**config.mk**
```make
export PLATFORM = sky130hd
export DESIGN_NAME = seg_decoder
export DESIGN_NICKNAME = d
export VERILOG_FILES = /design/src/rtl/seg_decoder.sv
export SDC_FILE = /design/constraint.sdc
export NUM_CORES = 1
export LEC_CHECK = 0
export CAP_MARGIN = 20
export CORE_MARGIN = 2
export CORE_UTILIZATION = 55
export DETAILED_ROUTE_END_ITERATION = 16
export PLACE_DENSITY = 0.79
export SLEW_MARGIN = 10
export SYNTH_ARGS = -nofsm -noshare
export SYNTH_HDL_FRONTEND = slang
export SYNTH_SLANG_ARGS = --single-unit
```
**constraint.sdc**
```tcl
create_clock -name clk -period 3 [get_ports clk]
set_input_delay 0.45 -clock clk [delete_from_list [all_inputs] [get_ports clk]]
set_output_delay 0.45 -clock clk [all_outputs]
set_load 0.01 [all_outputs]
```
**src/rtl/seg_decoder.sv**
```systemverilog
// seg_decoder: snoops a time-multiplexed 7-segment display bus, waits for each
// digit to be stable, decodes the segment pattern back into a hex nibble and
// assembles a DIGITS-wide frame delivered on a valid/ready port.
//
// Build option: define SEG_DECODER_DP_EN to capture segs[0] (decimal point)
// into out_dp; otherwise segs[0] is ignored everywhere and out_dp stays 0.
//
// Ports:
//   clk        system clock, rising edge
//   rst        synchronous active-high reset
//   segs[7:0]  segment lines {a,b,c,d,e,f,g,dp}, active-high
//   an         one-hot digit enables, bit i = digit i
//   out_valid  frame available (held until accepted)
//   out_ready  consumer accepts frame
//   out_value  decoded frame, nibble i = digit i
//   out_dp     decimal point per digit
//   out_bad    digit i had an undecodable pattern
//   overflow   sticky: a completed frame was dropped
module seg_decoder #(
    parameter int unsigned DIGITS = 8,
    parameter int unsigned STABLE = 4
) (
    input  logic                clk,
    input  logic                rst,
    input  logic [7:0]          segs,
    input  logic [DIGITS-1:0]   an,
    output logic                out_valid,
    input  logic                out_ready,
    output logic [4*DIGITS-1:0] out_value,
    output logic [DIGITS-1:0]   out_dp,
    output logic [DIGITS-1:0]   out_bad,
    output logic                overflow
);
    localparam int unsigned FW = 4 * DIGITS;
    localparam int unsigned CW = 8;

    localparam logic [1:0] ST_IDLE     = 2'd0;
    localparam logic [1:0] ST_SETTLE   = 2'd1;
    localparam logic [1:0] ST_CAPTURED = 2'd2;

`ifdef SEG_DECODER_DP_EN
    localparam logic [7:0] SEG_MASK = 8'hFF;
`else
    localparam logic [7:0] SEG_MASK = 8'hFE;
`endif

    logic [1:0]        state, state_next;
    logic [CW-1:0]     count, count_next;
    logic [DIGITS-1:0] sample_an;
    logic [7:0]        sample_segs;
    logic [7:0]        segs_m;
    logic              an_onehot_c, match_c, capture_c, frame_done_c;
    logic [3:0]        nib_c;
    logic              bad_c;
    logic [FW-1:0]     slot_value, slot_value_next;
    logic [DIGITS-1:0] slot_dp, slot_dp_next;
    logic [DIGITS-1:0] slot_bad, slot_bad_next;
    logic [DIGITS-1:0] seen, seen_next;

    // dp bit is masked out of both the sample and the comparison when unused
    assign segs_m      = segs & SEG_MASK;
    assign an_onehot_c = (an != '0) && ((an & (an - DIGITS'(1))) == '0);
    assign match_c     = ({an, segs_m} == {sample_an, sample_segs});

    // Segment pattern {a..g} to hex nibble
    always_comb begin
        nib_c = 4'h0;
        bad_c = 1'b0;
        case (segs[7:1])
            7'b1111110: nib_c = 4'h0;
            7'b0110000: nib_c = 4'h1;
            7'b1101101: nib_c = 4'h2;
            7'b1111001: nib_c = 4'h3;
            7'b0110011: nib_c = 4'h4;
            7'b1011011: nib_c = 4'h5;
            7'b1011111: nib_c = 4'h6;
            7'b1110000: nib_c = 4'h7;
            7'b1111111: nib_c = 4'h8;
            7'b1111011: nib_c = 4'h9;
            7'b1110111: nib_c = 4'hA;
            7'b0011111: nib_c = 4'hB;
            7'b1001110: nib_c = 4'hC;
            7'b0111101: nib_c = 4'hD;
            7'b1001111: nib_c = 4'hE;
            7'b1000111: nib_c = 4'hF;
            default:    bad_c = 1'b1;
        endcase
    end

    // Settle FSM: capture once inputs have matched the sample for STABLE cycles
    always_comb begin
        state_next = state;
        count_next = count;
        capture_c  = 1'b0;
        if (!an_onehot_c) begin
            state_next = ST_IDLE;
            count_next = '0;
        end else begin
            case (state)
                ST_IDLE: begin
                    state_next = ST_SETTLE;
                    count_next = '0;
                end
                ST_SETTLE: begin
                    if (!match_c) begin
                        count_next = '0;
                    end else if (count == CW'(STABLE - 1)) begin
                        capture_c  = 1'b1;
                        state_next = ST_CAPTURED;
                        count_next = '0;
                    end else begin
                        count_next = count + CW'(1);
                    end
                end
                ST_CAPTURED: begin
                    if (!match_c) begin
                        state_next = ST_SETTLE;
                        count_next = '0;
                    end
                end
                default: begin
                    state_next = ST_IDLE;
                    count_next = '0;
                end
            endcase
        end
    end

    // Slot update for the digit being captured this cycle
    always_comb begin
        slot_value_next = slot_value;
        slot_dp_next    = slot_dp;
        slot_bad_next   = slot_bad;
        seen_next       = seen;
        if (capture_c) begin
            for (int i = 0; i < DIGITS; i++) begin
                if (an[i]) begin
                    slot_value_next[4*i +: 4] = nib_c;
                    slot_dp_next[i]           = segs_m[0];
                    slot_bad_next[i]          = bad_c;
                    seen_next[i]              = 1'b1;
                end
            end
        end
    end

    assign frame_done_c = capture_c && (seen_next == '1);

    always_ff @(posedge clk) begin
        if (rst) begin
            state       <= ST_IDLE;
            count       <= '0;
            sample_an   <= '0;
            sample_segs <= '0;
            slot_value  <= '0;
            slot_dp     <= '0;
            slot_bad    <= '0;
            seen        <= '0;
        end else begin
            state       <= state_next;
            count       <= count_next;
            sample_an   <= an;
            sample_segs <= segs_m;
            slot_value  <= slot_value_next;
            slot_dp     <= slot_dp_next;
            slot_bad    <= slot_bad_next;
            seen        <= frame_done_c ? '0 : seen_next;
        end
    end

    // Output port: a completed frame loads unless an unaccepted frame is held
    always_ff @(posedge clk) begin
        if (rst) begin
            out_valid <= 1'b0;
            out_value <= '0;
            out_dp    <= '0;
            out_bad   <= '0;
            overflow  <= 1'b0;
        end else begin
            if (frame_done_c && !(out_valid && !out_ready)) begin
                out_valid <= 1'b1;
                out_value <= slot_value_next;
                out_dp    <= slot_dp_next;
                out_bad   <= slot_bad_next;
            end else if (out_valid && out_ready) begin
                out_valid <= 1'b0;
            end
            if (frame_done_c && out_valid && !out_ready) begin
                overflow <= 1'b1;
            end
        end
    end

endmodule

```
==> metrics.md <==
| Metric | Value |
|---|---|
| Skew-Pair Late Insertion Delay | 0.53 ns |
| Worst-margin pin slew | 0.628 ns |
| Mapped Area | 5330 um2 |
| Routability Congestion | 0.905 |
| CTS root buffer | clkbuf_8 |
| Synth warnings | 0 |
| Final Hold Viols | 0 |
| Post-CTS sizing | 0 |
| Crit start category | flip-flop |
| CTS HTree Levels | 4 |
| Final setup margin | 0.233 ns |
| Final core utilization | 76.2% |
| First-pass iteration count of the detailed router | 5 |
| Die Width | 102 um |
| Yosys reg bits | 131 |
| Data required, critical path | 3.46 ns |
| DRC | 0 |
| Ratio of total power to cell area | 576 nW/um2 |
| Most common cell after layout, fill and taps aside | dfxtp_1 |
| TritonCTS Sinks | 131 |
| CTS tree | done |
| Initial core utilization | 57.2% |
| Die span in y | 102 um |
| Most frequent cells in the layout | dfxtp_1, nand2_1, clkdlybuf4s50_1 |
| CTS buffer count | 17 |
| Wirelength per Cell | 16.6 um |
| Global-route wire length before repair | 22700 um |
| Pins Over Slew Limit | 0 |
| Worst ir drop on vdd | 0.328 mV |
| Ys async rst share | 0% |
| Final setup vio count | 0 |
| Avg Vias per Cell | 5.65 |
| Nets | 719 |
| Synth top area cells | dfxtp_1, mux2i_1, nand2_1 |
| GRT overflow | 0 |
| GRT Overall Usage | 28.1% |
| Setup_tns | 0 ns |
| Worst slack at placement | -0.121 ns |
| # IOs | 69 |
| Max-cap violations | 0 |
| Area grow syn2layout | 33.2% |
| Post-CTS setup buffers | 0 |
| Outcome | finished, final reports clean |
| Core footprint | 9330 um2 |
| Netlist cell types | 54 |
| Fmax | 361 MHz |
| Avg Cell Area, Syn | 8.98 um2 |
| HP Class | in -> reg |
| RSZ-0062 raised after global routing | no |
| Final Cell Area | 7110 um2 |
| Worst setup EP type | flip-flop |
| Final WL | 14000 um |
| # port buffers | 67 |
| Main flop type after synthesis | dfxtp_1 |
| Reg area | 2620 um2 |
| Number of synthesized flops with an enable pin | 0 |
| Reg clk slew, reported paths | 0.06 ns |
| Slew HR | 58.1% |
| ANT nets after route | 0 |
| Sequential area share after synthesis | 49.2% |
| Initial antenna violation count | 0 |
| Bufs on Longest Clock Path | 2 |
| Vias in the first global route | 4745 |
| Final Critical Period | 2.77 ns |
| Crit Path Max Fanout | 11 |
| # rows | 35 |
| Synth area leader | dfxtp_1 |
| Die area | 10500 um2 |
| Leak Pwr | 2.72 nW |
| Initial drt markers | 208 |
| Crit Path Category | reg -> reg |
| Vias | 4752 |
| DP Area | 6490 um2 |
| Worst Skew | 0.0103 ns |
| Hpwl dp | 9140 um |
| Post-CTS Hold Fix Bufs | 0 |
| Syn Inst Count | 594 |
| Synth top area share | 49.2% |
| Largest net degree at the start of global routing | 41 |
| Tcrit/Tclk final | 92.2% |
| Synthesized Nets | 614 |
| Layout cell share with drive strength beyond 1 | 18.0% |
| Fill count | 624 |
| Data arrival, critical path | 3.23 ns |
| Multi-input logic area | 2480 um2 |
| # diodes | 0 |
state kept, by name, summed over array words and instances (netlist names):
signal       flops
out_value       32
state            2
seen             8
count            8
out_bad          8
overflow         1
sample_segs      7
out_dp           8
slot_bad         8
slot_value      32
slot_dp          8
sample_an        8
out_valid        1
cell type report:
cell class	instances	share of cell area, %
clock inverter	14	2.69
sequential	131	36.9
tap	129	2.27
inverter	7	0.370
clock buffer	18	6.02
multi-input combinational	408	34.9
timing repair buffer	134	16.8
logic make-up (layout without fill, tap and decap cells):
group | count (synthesis) | after routing | synth area share [%]
adder cells (fa/ha/maj) | 1 | 1 | 0.235
AO/OA/AOI/OAI | 130 | 130 | 14.8
buffers and inverters | 55 | 173 | 4.39
AND/OR/NAND/NOR | 228 | 228 | 22.5
multiplexers | 33 | 33 | 6.22
flip-flops | 131 | 131 | 49.2
XOR/XNOR | 16 | 16 | 2.63
Yosys cell counts, types with 10 or more instances:
cell type,instances
o21a_1,10
clkbuf_1,35
dfxtp_1,131
nand3_1,15
nand2_1,66
nor2b_1,15
buf_2,10
o21ai_0,30
xor2_1,13
and3_1,11
a21oi_1,32
mux2i_1,32
nor2_1,51
nand4_1,10
o22ai_1,27
per-layer routing:
metal / share of wire (%) / wire length, um / GRT usage (%)
met5: 0 / 0 / 0
met3: 4.9 / 679 / 6.22
met4: 2.4 / 339 / 11.5
met2: 51 / 7080 / 48.3
met1: 42 / 5870 / 34.0
power breakdown:
| part | switching [mW] | internal [mW] |
|---|---|---|
| Combinational | 0.111 | 0.0796 |
| Sequential | 0.00502 | 1.75 |
| Clock | 0.830 | 1.32 |
path summary, 6_finish.rpt:
check | slack (ns) | start | endpoint | cells after the start
setup reg to reg | 0.23 | count[0] | out_value[29] | 9
hold / removal | 0.35 | rst | sample_segs[6] | 2
setup / recovery | 0.23 | count[0] | out_value[29] | 9
hold reg to reg | 0.44 | slot_dp[0] | slot_dp[0] | 2
critical path, stage by stage, from the launching register on:
cell	delay [ns]
dfxtp_1	0.36
ha_1	0.22
or4b_1	0.49
nor3_2	0.29
nand3_1	0.13
or4_1	0.58
buf_4	0.26
nor2_2	0.15
a32oi_1	0.12
o21ai_1	0.10
metrics by stage:
step	power [mW]	std cells	hold slack, ns
finish	4.09	841	0.352
global route	4.21	841	0.352
CTS	4.11	841	0.336
detailed placement	1.98	809	0.433
global placement	1.97	809	0.425
floorplan	1.90	594	0.412
Note: power is estimated with default switching activity, not from simulation.
==> edit 1: new RTL, same flow settings <==
`DIGITS`: 8 -> 7.
--- a/src/rtl/seg_decoder.sv
+++ b/src/rtl/seg_decoder.sv
@@ -17,7 +17,7 @@
 //   out_bad    digit i had an undecodable pattern
 //   overflow   sticky: a completed frame was dropped
 module seg_decoder #(
-    parameter int unsigned DIGITS = 8,
+    parameter int unsigned DIGITS = 7,
     parameter int unsigned STABLE = 4
 ) (
     input  logic                clk,
Ports: changed (resized an, out_bad, out_dp and out_value); port bits go from 69 to 62. The function was not compared with the original's and may differ.
==> edit 1 against the original RTL <==
Sequential share of layout area fell by 2.3 points; design area fell by 4.7%; synthesized area rose by 0.12%; sequential cell count fell by 14; clock power fell by 3%; sequential power fell by 11%; core utilization fell by 3.6 points; routed wire length rose by 4.8%; fmax rose by 0.12%; first-iteration DRC count rose by 69%; die area rose by 0.12%; worst setup slack improved by 0.0034 ns; total power fell by 5.9%; largest cell class is now multi-input combinational cells.
==> edit 1: results (changes against the original RTL) <==
| Metric | Value |
|---|---|
| Final Wtd Congestion | 0.896 (-0.99%) |
| Final std cells w/o fill | 799 (-5.0%) |
| Worst relative slew slack | 31.0% (-27 points) |
| Syn Inst Count | 578 (-2.7%) |
| Unique masters post-synth | 62 (+15%) |
| Regs by FF count | out_value x28, slot_value x28, count x8 |
| Synth top cells by count | 117 x dfxtp_1, 40 x nand3_1, 40 x o21ai_0 |
| HPWL Detailed | 9.55 mm (+4.5%) |
| Fin nets | 676 (-6.0%) |
| Number of I/O port buffers | 60 (-10%) |
| Hold endpoint | sample_segs[3] |
| Post-synthesis sequential area ratio | 43.9% (-5.3 points) |
| Initial detailed-routing violation count | 351 (+69%) |
| Worst Path Max Fanout | 25 (+14) |
| CP max-delay cell | nor3_4 |
| Average wire per standard cell | 18.3 µm (+10%) |
| Place WS | -0.123 ns (-0.00223 ns) |
| Worst path max stage delay | 0.83 ns (+0.25 ns) |
| Largest net degree at the start of global routing | 38 (-7.3%) |
| Layout cells sized above 1 | 18.8% (+0.83 points) |
| Share of the synthesized area in the top cell type | 43.9% (-5.3 points) |
| Top cells by area, synth | dfxtp_1 44%, nand3_1 3.7%, o21ai_0 3.7%, nand2b_1 2.6%, nand2_1 2.5% |
| First-pass GRT wire length | 23.5 mm (+3.4%) |
| Status | complete, no violations |
| Dpl cells | 766 (-5.3%) |
| Worst Path Arrival | 3.21 ns (-0.02 ns) |
| Number of global-route vias before repair | 4686 (-1.2%) |
| Area after DPL | 6140 µm² (-5.3%) |
| Vias per inst | 5.98 (+5.9%) |
| Worst R2R Path Depth | 7 (-2) |
| Skew final | 0.0105 ns (+0.000173 ns) |
| Total GRT Usage | 29.6% (+1.5 points) |
edit 1: cell count changes in the layout (fill, tap and decap cells not counted), sizes merged, moves of 21 or more:
cell   unedited run  this run
nand2            66        36
buf              68        42
o21ai            35        56
nand3            15        43
nor2             59        30
o22ai            27         4
mux2i            32         7
edit 1: area by class of cell:
type / instances / area [µm²]
multi-input cells: 404 / 2690
fillers: 681 / 2560
flip-flops and latches: 117 / 2340
repair buffers: 101 / 916
clock buffers: 18 / 418
clock inverters: 14 / 189
well taps: 129 / 161
inverters: 16 / 60.1
edit 1: kinds of logic (layout without fill, tap and decap cells):
kind of cell,count (synthesis),count (layout),synth area share [%]
AOI/OAI and AO/OA,143,143,17.7
xor gates and xnor gates,15,15,2.46
adders and majority gates,2,2,0.422
buffers and inverters,57,149,5.84
DFF,117,117,43.9
muxes,8,8,1.59
and+or+nand+nor,236,236,28.1
edit 1: stage by stage:
| step | utilization, % | hold WS, ns | total power [W] | TNS (ns) |
|---|---|---|---|---|
| 5_1_grt | 72.6 | 0.260 | 0.00396 | 0 |
| 3_3_place_gp | 65.9 | 0.443 | 0.00179 | -0.979 |
| 6_report | 72.6 | 0.267 | 0.00385 | 0 |
| 3_5_place_dp | 65.9 | 0.439 | 0.00179 | -2.84 |
| 4_1_cts | 72.4 | 0.250 | 0.00386 | 0 |
| 2_1_floorplan | - | 0.431 | 0.00172 | 0 |
edit 1: power breakdown:
part	internal (W)	switching, W
clock network	0.00129	0.000795
registers	0.00156	0.00000443
logic	0.0000783	0.000118
total	0.00294	0.000917
edit 1: per-layer routing:
metal  global-route usage [%]  up-vias  part of all wire [%]
li1                         -     2241                     -
met1                     37.9     2292                    43
met2                     47.7      210                    47
met3                     8.54       36                   7.2
met4                     11.0        0                   2.2
met5                        0        -                     0
==> edit 2: new RTL, same settings <==
Made on the original files. Register the output `overflow` once more, cleared by the reset; this adds one clock of latency there. The other outputs are not delayed to match.
--- a/src/rtl/seg_decoder.sv
+++ b/src/rtl/seg_decoder.sv
@@ -38,6 +38,8 @@
     localparam logic [1:0] ST_SETTLE   = 2'd1;
     localparam logic [1:0] ST_CAPTURED = 2'd2;
 
+    logic overflow_s0;
+
 `ifdef SEG_DECODER_DP_EN
     localparam logic [7:0] SEG_MASK = 8'hFF;
 `else
@@ -175,7 +177,7 @@
             out_value <= '0;
             out_dp    <= '0;
             out_bad   <= '0;
-            overflow  <= 1'b0;
+            overflow_s0 <= 1'b0;
         end else begin
             if (frame_done_c && !(out_valid && !out_ready)) begin
                 out_valid <= 1'b1;
@@ -186,10 +188,18 @@
                 out_valid <= 1'b0;
             end
             if (frame_done_c && out_valid && !out_ready) begin
-                overflow <= 1'b1;
+                overflow_s0 <= 1'b1;
             end
         end
     end
 
+    always_ff @(posedge clk) begin
+        if (rst) begin
+            overflow <= '0;
+        end else begin
+            overflow <= overflow_s0;
+        end
+    end
+
 endmodule
 
Function: same outputs for any inputs over 10 cycles, from zero or initial values and one cycle with rst high; that may be too few to reach the edited logic, so the function may still have changed.
==> edit 2 against the original RTL <==
Worst setup slack improved by 0.088 ns; global-route usage decreased by 0.85 points; routed wire length increased by 3.2%; via count increased by 2.8%; design area increased by 2.4%; fmax increased by 3.3%; critical path depth unchanged; total power decreased by 3.3%; synthesized cell count increased by 0.17%; largest power group unchanged; sequential cell count increased by 1; synthesized area increased by 3.6%.
==> edit 2: results (changes against the original RTL) <==
| Metric | Value |
|---|---|
| Status | complete, no violations |
| Hold Path Class | in -> reg |
| Final Wtd Congestion | 0.916 (+1.3%) |
| TritonRoute pass-1 iters | 5 (unchanged) |
| Metal2 WL | 7.09 mm (+0.24%) |
| Grt met3 use | 6.33% (+0.10 points) |
| Deepest clock path buffer count | 2 (unchanged) |
| Post-Route WL | 14.4 mm (+3.2%) |
| Synth top cells by count | 132 x dfxtp_1, 61 x nand2_1, 55 x nor2_1 |
| Clock share of power | 50.7% (-1.8 points) |
| Worst Path Max Fanout | 16 (+5) |
| CP max-delay cell | or4b_4 |
| Clock root cell | clkbuf_8 |
| Largest net degree at the start of global routing | 33 (-20%) |
| Total GRT Usage | 27.2% (-0.85 points) |
| Yosys warns | 0 (unchanged) |
| Fin nets | 725 (+0.83%) |
| Post-synthesis mux area share | 4.71% (-1.5 points) |
| Switching Share | 22.5% (-0.65 points) |
| Max-cap check violation count | 0 (unchanged) |
| Layout cells sized above 1 | 17.4% (-0.57 points) |
| Synth Area in Compound Gates | 15.3% (+0.52 points) |
| Initial detailed-routing violation count | 294 (+41%) |
| Top cells by area, synth | dfxtp_1 48%, mux2i_1 4.7%, nand2_1 4.1%, nor2_1 3.7%, nor4_4 3.1% |
| Area after DPL | 6700 µm² (+3.3%) |
| Initial antenna violation count | 0 (unchanged) |
| Worst path max stage delay | 0.51 ns (-0.07 ns) |
| Worst skew pair latency | 0.52 ns |
| Leak pwr | 2.88 nW (+6.0%) |
| Seq pwr | 0.00177 W |
| Unique masters post-synth | 57 (+5.6%) |
| Hold endpoint | sample_segs[5] |
| Wire length on met1 | 6.22 mm (+5.9%) |
| Number of global-route vias before repair | 4870 (+2.6%) |
| Regs by FF count | out_value x32, slot_value x32 |
| XOR/XNOR Fraction of Synth Area | 2.69% (+0.066 points) |
| Synth Area in Adders | 0.226% (-0.0082 points) |
| HPWL Detailed | 9.69 mm (+5.9%) |
| Vias per inst | 5.74 (+1.6%) |
| First-pass GRT wire length | 23.8 mm (+4.6%) |
| Worst R2R End | out_value[25] |
| Worst hold path cell count | 2 (unchanged) |
| Synth async-reset ratio | 0% (unchanged) |
| Sequential share of power | 44.7% (+1.8 points) |
| Routing usage on met1 | 33.9% (-0.048 points) |
| Most common flop cell mapped by yosys | dfxtp_1 |
| CTS Buf Count | 17 (unchanged) |
| R2R Setup Slk | 0.32 ns (+0.09 ns) |
| VDD IR-drop max | 0.377 mV (+15%) |
| Worst R2R Start | count[0] |
| Skew final | 0.00657 ns (-0.00375 ns) |
| Synth Net Count | 615 (+0.16%) |
| ANT cells | 0 (unchanged) |
| GRT met2 Usage | 45.8% (-2.4 points) |
| Hold Slack | 0.201 ns (-0.151 ns) |
| Worst relative slew slack | 34.9% (-23 points) |
| WL met3 | 747 µm (+10%) |
| Post-synthesis sequential area ratio | 47.8% (-1.4 points) |
[edit 2: cell types whose count changed after synthesis, sizes merged, moves of 4 or more]
cell	change
and2	+6
clkbuf	-6
mux2i	-6
nand2	-5
nand3	-8
nand3b	+4
nor2	+4
o21ai	+5
o22ai	-8
o2bb2ai	+8
or3b	-5
[edit 2: worst max-delay path by stage]
stage	slack (ns)	cells after the start	endpoint	startpoint
2_1_floorplan	0.46	8	out_value[2]	count[0]
3_3_place_gp	-0.01	9	out_value[17]	an[2]
3_5_place_dp	-0.15	9	out_bad[6]	segs[6]
4_1_cts	0.34	8	out_value[25]	an[6]
5_1_grt	0.11	10	seen[5]	an[2]
6_report	0.32	9	out_value[25]	count[0]
[edit 2: worst reg2reg max path, stage by stage (launching register included)]
cell and delay, ns:
dfxtp_1 0.36, ha_1 0.23, or4b_4 0.52, nor3_4 0.26, buf_4 0.25, nand2_1 0.12, nor4_4 0.20, buf_4 0.19
mux2i_1 0.29, o22ai_1 0.13
[edit 2: logic make-up after synthesis]
kind of cell / after synthesis
adders and majority gates: 1
xor gates and xnor gates: 17
DFF: 132
AOI/OAI and AO/OA: 137
buffers and inverters: 49
and+or+nand+nor: 233
muxes: 26
[edit 2: per-stage QoR]
| step | worst slack [ns] | setup TNS [ns] | std cells |
|---|---|---|---|
| 5_1_grt | 0.112 | 0 | 851 |
| 4_1_cts | 0.338 | 0 | 851 |
| 3_3_place_gp | -0.0140 | -0.0400 | 819 |
| 2_1_floorplan | 0.461 | 0 | 595 |
| 6_report | 0.321 | 0 | 851 |
| 3_5_place_dp | -0.153 | -3.59 | 819 |
[edit 2: layout make-up]
type	instances	area [µm²]
timing repair buffer	135	1210
tap	133	166
sequential	132	2640
multi-input combinational	414	2660
clock buffer	21	449
clock inverter	11	125
inverter	5	18.8
fill	682	2500
